<file path="config.mk">
export PLATFORM = sky130hd
export DESIGN_NAME = mem_stage_flat
export DESIGN_NICKNAME = d
export VERILOG_FILES = /design/src/rtl/mem_bus_if.sv /design/src/rtl/mem_stage.sv /design/src/flat_wrapper.sv
export SDC_FILE = /design/constraint.sdc
export NUM_CORES = 1
export LEC_CHECK = 0
export ABC_AREA = 1
export CORE_AREA = 2 2 110 112
export DETAILED_ROUTE_END_ITERATION = 12
export DIE_AREA = 0 0 112 114
export PLACE_DENSITY_LB_ADDON = 0.3
export SLEW_MARGIN = 20
export SYNTH_ARGS = -nofsm -noshare
export SYNTH_HDL_FRONTEND = slang
export SYNTH_SLANG_ARGS = --single-unit
</file>
<file path="constraint.sdc">
create_clock -name clk -period 2.7 [get_ports clk]
set_input_delay 0.405 -clock clk [delete_from_list [all_inputs] [get_ports clk]]
set_output_delay 0.405 -clock clk [all_outputs]
set_load 0.05 [all_outputs]
</file>
<file path="src/rtl/mem_bus_if.sv">
// Word-addressed load/store bus with an active-low request/ready handshake.
// The MEM stage is the master; memory or the bench is the slave.
interface mem_bus_if #(
    parameter int DATA_W = 32,
    parameter int ADDR_W = 30
);
    logic              bus_req_;
    logic              bus_rw;
    logic [ADDR_W-1:0] bus_addr;
    logic [DATA_W-1:0] bus_wr_data;
    logic [DATA_W-1:0] bus_rd_data;
    logic              bus_rdy_;

    modport master (
        output bus_req_, bus_rw, bus_addr, bus_wr_data,
        input  bus_rd_data, bus_rdy_
    );

    modport slave (
        input  bus_req_, bus_rw, bus_addr, bus_wr_data,
        output bus_rd_data, bus_rdy_
    );
endinterface

</file>
<file path="src/rtl/mem_stage.sv">
// MEM pipeline stage: runs word load/store bus accesses for EX results and
// registers the GPR write-back triple; stalls upstream through mem_busy.
module mem_stage #(
    parameter int DATA_W  = 32,
    parameter int ADDR_W  = 30,
    parameter int REG_AW  = 5,
    parameter int TIMEOUT = 255
) (
    input  logic              clk,
    input  logic              reset,
    input  logic              flush,
    input  logic              ex_en,
    input  logic [1:0]        ex_mem_op,
    input  logic [DATA_W-1:0] ex_out,
    input  logic [DATA_W-1:0] ex_st_data,
    input  logic [REG_AW-1:0] ex_dst_addr,
    input  logic              ex_gpr_we_,
    mem_bus_if.master         bus,
    output logic              mem_busy,
    output logic              miss_align,
    output logic              bus_err,
    output logic              gpr_we_,
    output logic [REG_AW-1:0] gpr_wr_addr,
    output logic [DATA_W-1:0] gpr_wr_data
);

    localparam int CNT_W = (TIMEOUT > 0) ? $clog2(TIMEOUT + 1) : 1;

    localparam logic [1:0] OP_LW = 2'b01;
    localparam logic [1:0] OP_SW = 2'b10;

    typedef enum logic {IDLE, ACCESS} state_e;

    state_e              state_q, state_d;
    logic                req_q, req_d;
    logic                rw_q, rw_d;
    logic [ADDR_W-1:0]   addr_q, addr_d;
    logic [DATA_W-1:0]   wdata_q, wdata_d;
    logic [REG_AW-1:0]   dst_q, dst_d;
    logic                we_lat_q, we_lat_d;
    logic                kill_q, kill_d;
    logic [CNT_W-1:0]    cnt_q, cnt_d;
    logic                gpr_we_q, gpr_we_d;
    logic [REG_AW-1:0]   gpr_addr_q, gpr_addr_d;
    logic [DATA_W-1:0]   gpr_data_q, gpr_data_d;
    logic                miss_q, miss_d;
    logic                err_q, err_d;

    logic is_mem, aligned, timeout_hit;

    assign is_mem  = (ex_mem_op == OP_LW) || (ex_mem_op == OP_SW);
    assign aligned = (ex_out[1:0] == 2'b00);
    // Abort on the TIMEOUT-th ACCESS cycle; a ready on that same edge still wins.
    assign timeout_hit = (TIMEOUT > 0) && ((int'(cnt_q) + 1) >= TIMEOUT);

    always_comb begin
        state_d    = state_q;
        req_d      = req_q;
        rw_d       = rw_q;
        addr_d     = addr_q;
        wdata_d    = wdata_q;
        dst_d      = dst_q;
        we_lat_d   = we_lat_q;
        kill_d     = kill_q;
        cnt_d      = cnt_q;
        gpr_we_d   = 1'b1;
        gpr_addr_d = gpr_addr_q;
        gpr_data_d = gpr_data_q;
        miss_d     = 1'b0;
        err_d      = 1'b0;
        mem_busy   = 1'b0;

        unique case (state_q)
            IDLE: begin
                if (ex_en && !flush) begin
                    if (is_mem) begin
                        if (!aligned) begin
                            miss_d = 1'b1;
                        end else begin
                            mem_busy = 1'b1;
                            state_d  = ACCESS;
                            req_d    = 1'b0;
                            rw_d     = (ex_mem_op == OP_LW);
                            addr_d   = ex_out[ADDR_W+1:2];
                            wdata_d  = ex_st_data;
                            dst_d    = ex_dst_addr;
                            we_lat_d = ex_gpr_we_;
                            kill_d   = 1'b0;
                            cnt_d    = '0;
                        end
                    end else begin
                        gpr_we_d   = ex_gpr_we_;
                        gpr_addr_d = ex_dst_addr;
                        gpr_data_d = ex_out;
                    end
                end
            end

            ACCESS: begin
                // A flush never aborts the bus cycle, it only drops the write-back.
                if (flush) kill_d = 1'b1;
                if (!bus.bus_rdy_) begin
                    req_d   = 1'b1;
                    state_d = IDLE;
                    if (rw_q) begin
                        gpr_we_d   = we_lat_q | kill_q | flush;
                        gpr_addr_d = dst_q;
                        gpr_data_d = bus.bus_rd_data;
                    end
                end else if (timeout_hit) begin
                    req_d   = 1'b1;
                    err_d   = 1'b1;
                    state_d = IDLE;
                end else begin
                    mem_busy = 1'b1;
                    if (TIMEOUT > 0 && cnt_q != '1) cnt_d = cnt_q + 1'b1;
                end
            end

            default: state_d = IDLE;
        endcase
    end

    always_ff @(posedge clk) begin
        if (reset) begin
            state_q    <= IDLE;
            req_q      <= 1'b1;
            rw_q       <= 1'b1;
            addr_q     <= '0;
            wdata_q    <= '0;
            dst_q      <= '0;
            we_lat_q   <= 1'b1;
            kill_q     <= 1'b0;
            cnt_q      <= '0;
            gpr_we_q   <= 1'b1;
            gpr_addr_q <= '0;
            gpr_data_q <= '0;
            miss_q     <= 1'b0;
            err_q      <= 1'b0;
        end else begin
            state_q    <= state_d;
            req_q      <= req_d;
            rw_q       <= rw_d;
            addr_q     <= addr_d;
            wdata_q    <= wdata_d;
            dst_q      <= dst_d;
            we_lat_q   <= we_lat_d;
            kill_q     <= kill_d;
            cnt_q      <= cnt_d;
            gpr_we_q   <= gpr_we_d;
            gpr_addr_q <= gpr_addr_d;
            gpr_data_q <= gpr_data_d;
            miss_q     <= miss_d;
            err_q      <= err_d;
        end
    end

    assign bus.bus_req_    = req_q;
    assign bus.bus_rw      = rw_q;
    assign bus.bus_addr    = addr_q;
    assign bus.bus_wr_data = wdata_q;
    assign miss_align      = miss_q;
    assign bus_err         = err_q;
    assign gpr_we_         = gpr_we_q;
    assign gpr_wr_addr     = gpr_addr_q;
    assign gpr_wr_data     = gpr_data_q;

endmodule
</file>
<file path="src/flat_wrapper.sv">
// flat-port wrapper written by rule: the top's interface ports become plain ports
module mem_stage_flat 
#(
    parameter int DATA_W  = 32,
    parameter int ADDR_W  = 30,
    parameter int REG_AW  = 5,
    parameter int TIMEOUT = 255
)
  (clk, reset, flush, ex_en, ex_mem_op, ex_out, ex_st_data, ex_dst_addr, ex_gpr_we_, mem_busy, miss_align, bus_err, gpr_we_, gpr_wr_addr, gpr_wr_data, bus_bus_req_, bus_bus_rw, bus_bus_addr, bus_bus_wr_data, bus_bus_rd_data, bus_bus_rdy_);
  mem_bus_if #(.DATA_W(DATA_W), .ADDR_W(ADDR_W)) bus_i ();
  input  logic clk;
  input  logic reset;
  input  logic flush;
  input  logic ex_en;
  input  logic [1:0] ex_mem_op;
  input  logic [DATA_W-1:0] ex_out;
  input  logic [DATA_W-1:0] ex_st_data;
  input  logic [REG_AW-1:0] ex_dst_addr;
  input  logic ex_gpr_we_;
  output logic mem_busy;
  output logic miss_align;
  output logic bus_err;
  output logic gpr_we_;
  output logic [REG_AW-1:0] gpr_wr_addr;
  output logic [DATA_W-1:0] gpr_wr_data;
  output wire logic [$bits(bus_i.bus_req_)-1:0] bus_bus_req_;
  output wire logic [$bits(bus_i.bus_rw)-1:0] bus_bus_rw;
  output wire logic [$bits(bus_i.bus_addr)-1:0] bus_bus_addr;
  output wire logic [$bits(bus_i.bus_wr_data)-1:0] bus_bus_wr_data;
  input wire logic [$bits(bus_i.bus_rd_data)-1:0] bus_bus_rd_data;
  input wire logic [$bits(bus_i.bus_rdy_)-1:0] bus_bus_rdy_;
  assign bus_bus_req_ = bus_i.bus_req_;
  assign bus_bus_rw = bus_i.bus_rw;
  assign bus_bus_addr = bus_i.bus_addr;
  assign bus_bus_wr_data = bus_i.bus_wr_data;
  assign bus_i.bus_rd_data = bus_bus_rd_data;
  assign bus_i.bus_rdy_ = bus_bus_rdy_;
  mem_stage #(.DATA_W(DATA_W), .ADDR_W(ADDR_W), .REG_AW(REG_AW), .TIMEOUT(TIMEOUT)) u_core (.clk(clk), .reset(reset), .flush(flush), .ex_en(ex_en), .ex_mem_op(ex_mem_op), .ex_out(ex_out), .ex_st_data(ex_st_data), .ex_dst_addr(ex_dst_addr), .ex_gpr_we_(ex_gpr_we_), .bus(bus_i), .mem_busy(mem_busy), .miss_align(miss_align), .bus_err(bus_err), .gpr_we_(gpr_we_), .gpr_wr_addr(gpr_wr_addr), .gpr_wr_data(gpr_wr_data));
endmodule
</file>
==> results by group <==
Synth
  • Syn_nets: 761
  • Multiplexer share of the synthesized area: 0
  • Top cells by area, synth: dfxtp_1 (50%), nand2_1 (18%), a21oi_1 (7.2%)
  • Mapped Area: 4830 um2
  • Post-Synth XOR/XNOR Area: 0
  • Top-area cell type share of the netlist area: 0.497
  • Synth Register Bits: 120
  • Adder-cell area share of the yosys netlist: 0.00777
  • Seq/Total Area, Yosys: 0.497
  • Largest family of logic cells by synthesized area: simple AND/OR/NAND/NOR gates
  • Ys flop type: dfxtp_1
  • Synthesized instance count: 649
  • Yosys warns: 0
  • Synth Area in Simple Gates: 0.253
  • Synth cell types: 29
  • Avg Synthesized Cell Area: 7.45 um2
  • Compound-Gate Fraction of Synth Area: 0.181
  • EDFF count, synth: 0
  • Ys async rst share: 0
  • Largest area contributor in the netlist: dfxtp_1

CTS
  • Worst-path clk slew: 60 ps
  • CTS Buf Count: 17
  • Clock Tree Buf Depth: 2
  • H-Tree Level Count: 4
  • Clock root buffer: clkbuf_16
  • CTS tree: yes
  • Clock latency on the worst-skew pair: 420 ps
  • CTS Sinks: 120

Global routing
  • All-Layer GR Usage: 0.242
  • GRT overflow: 0
  • Vias in the first global route: 5128
  • Global-route wire length before repair: 24800 um
  • Largest net degree at the start of global routing: 75
  • Initial antenna violation count: 0

Placement
  • HPWL after DPL: 10500 um
  • Final Wtd Congestion: 0.874
  • Setup WS pre-CTS: 182 ps
  • I/O Buffers: 213
  • Placed Cells: 974

Critical path
  • CP endpoint kind: primary output
  • Startpoint type of the worst setup path: register
  • FF-to-FF End: u_core.gpr_wr_addr[0]$_SDFFE_PP0P_
  • Critical Path AT: 2060 ps
  • R2R Setup Slk: 670 ps
  • WS Path Type: register to primary output
  • Worst Path Required: 2300 ps
  • Crit-path max FO: 7
  • Reg2reg start: u_core.state_q$_SDFF_PP0_
  • Register-to-Register Path Depth: 9

Final layout
  • Nets: 961
  • Filler Cell Count: 980
  • Antenna diodes: 0
  • Synth-to-Final Area Change: 60.9%
  • Fraction of layout cells with a size suffix above 1: 0.0870
  • Register area: 2400 um2
  • Most frequent cells in the layout: nand2_1 (238), clkdlybuf4s50_1 (211), dfxtp_1 (120)
  • Non-Filler Instances: 1009
  • Commonest non-fill, non-tap cell in the layout: nand2_1
  • Multi-input gate area: 2140 um2

Floorplanning
  • DIE AREA: 12800 um2
  • # rows: 40
  • I/O pin count: 214
  • Die height: 114 um
  • Die width: 112 um
  • Initial Utilization: 0.413
  • Core region area: 11700 um2

Hold path
  • HP Class: register to register
  • Hold_sp: u_core.bus.bus_addr[20]$_SDFFE_PP0P_
  • Hold Crit Endpoint: u_core.bus.bus_addr[20]$_SDFFE_PP0P_
  • Cells on Worst Hold Path: 2

STA
  • Worst slew pin tran: 813 ps
  • Hold_ws: 463 ps
  • RSZ-0062 raised after global routing: false
  • Slack of the critical path: 231 ps
  • Crit share post-route: 0.914
  • Setup_tns: 0 ps
  • Final setup vio count: 0
  • Max_slew headroom: 0.458
  • Clk_skew: 5.76 ps
  • Max Clk Rate: 405 MHz
  • Final Max Tran Viols: 0
  • Crit path time final: 2470 ps
  • Hold Fails Final Rpt: 0

Drt
  • Routed via count: 5225
  • Routed vias/inst: 5.18
  • 1st-pass router iterations: 6
  • Routed WL per cell: 15.5 um
  • Detailed Route WL: 15600 um
  • DRT iter0 DRCs: 363
  • Final ANT Viol Nets: 0
  • Drt drc: 0

Power and ir drop
  • Clk pwr share: 0.506
  • Total Power: 5.11 mW
  • Leakage power of the design: 2.90 nW
  • Seq pwr share: 0.365
  • Net Sw Frac: 0.247
  • Pwr/cell area: 657 nW/um2
  • Peak VDD IR: 0.000434 V
  • Switching power: 1.26 mW
  • Logic gate share of total power: 0.129
  • P_int: 3.85 mW

Flow run
  • Max Cap Viol: 0

Run status
  • Status: finished clean
layer usage:
metal,GRT usage,wire [um],up-vias
met3,0.101,1590,42
li1,-,-,2546
met1,0.265,6030,2394
met2,0.411,7570,243
met4,0.110,444,0
met5,0,0,-
worst max-delay path, cell delays in order, from the launching register on:
cell      delay [ps]
dfxtp_1          390
ha_1             240
nand3_1           90
o21bai_1         170
nand2_1          100
nor2_1           150
nand3_2          120
nand3_4          130
nand2_1           70
buf_4            190
layout make-up:
| class | count | share of cell area |
|---|---|---|
| Multi-Input combinational cell | 463 | 0.275 |
| Clock inverter | 15 | 0.0320 |
| Clock buffer | 17 | 0.0547 |
| Sequential cell | 120 | 0.309 |
| Timing Repair Buffer | 229 | 0.297 |
| Tap cell | 147 | 0.0236 |
| Inverter | 18 | 0.00885 |
cells in the mapped netlist (2+ instances only):
master	count
a21oi_1	70
a21oi_2	8
a31oi_1	37
buf_1	2
buf_2	15
buf_6	2
clkbuf_1	27
dfxtp_1	120
ha_1	3
inv_1	15
inv_2	2
nand2_1	238
nand2_2	10
nand3_1	19
nand3_2	2
nor2_1	25
nor3_1	2
o21ai_0	41
sequential cells by signal, summed over array words and instances (netlist names):
register and count:
u_core.bus.bus_addr 30, u_core.bus.bus_req_ 1, u_core.bus.bus_rw 1, u_core.bus.bus_wr_data 32
u_core.bus_err 1, u_core.cnt_q 8, u_core.dst_q 5, u_core.gpr_we_ 1
u_core.gpr_wr_addr 5, u_core.gpr_wr_data 32, u_core.kill_q 1, u_core.miss_align 1
u_core.state_q 1, u_core.we_lat_q 1
worst max path at each step:
stage | to | start | cells past startpoint
after floorplan | mem_busy | ex_mem_op[1] | 7
after detailed placement | u_core.bus.bus_wr_data[5]$_SDFFE_PP0P_ | ex_mem_op[1] | 10
final | mem_busy | u_core.cnt_q[1]$_SDFFE_PP0P_ | 9
after CTS | mem_busy | u_core.cnt_q[1]$_SDFFE_PP0P_ | 10
after global placement | mem_busy | ex_mem_op[1] | 8
after global routing | mem_busy | u_core.cnt_q[1]$_SDFFE_PP0P_ | 10
what timing repair did:
action / 4_1_cts / 5_1_grt
setup endpoints to repair: 0 / 1
gates resized for setup: 0 / 1
buffers inserted: 0 / 3
hold buffers: 0 / 0
power by group through the flow:
stage | Clock (mW) | Sequential (mW) | Combinational (mW)
6_report | 2.58 | 1.86 | 0.661
5_1_grt | 2.69 | 1.87 | 0.700
4_1_cts | 2.61 | 1.86 | 0.662
3_5_place_dp | 0 | 1.90 | 0.657
3_3_place_gp | 0 | 1.90 | 0.651
2_1_floorplan | 0 | 2.08 | 0.152
cells by family (layout without fill, tap and decap cells):
group	Yosys count	in the layout
compound gates	158	158
buf+inv	66	279
fa+ha+maj	3	3
simple gates	302	302
flops	120	120
through the flow:
step	utilization	cell area [um2]
global route	0.664	7780
CTS	0.662	7750
floorplan	-	4830
finish	0.664	7780
detailed placement	0.604	7070
global placement	0.604	7070
(Power assumes the default switching activity.)
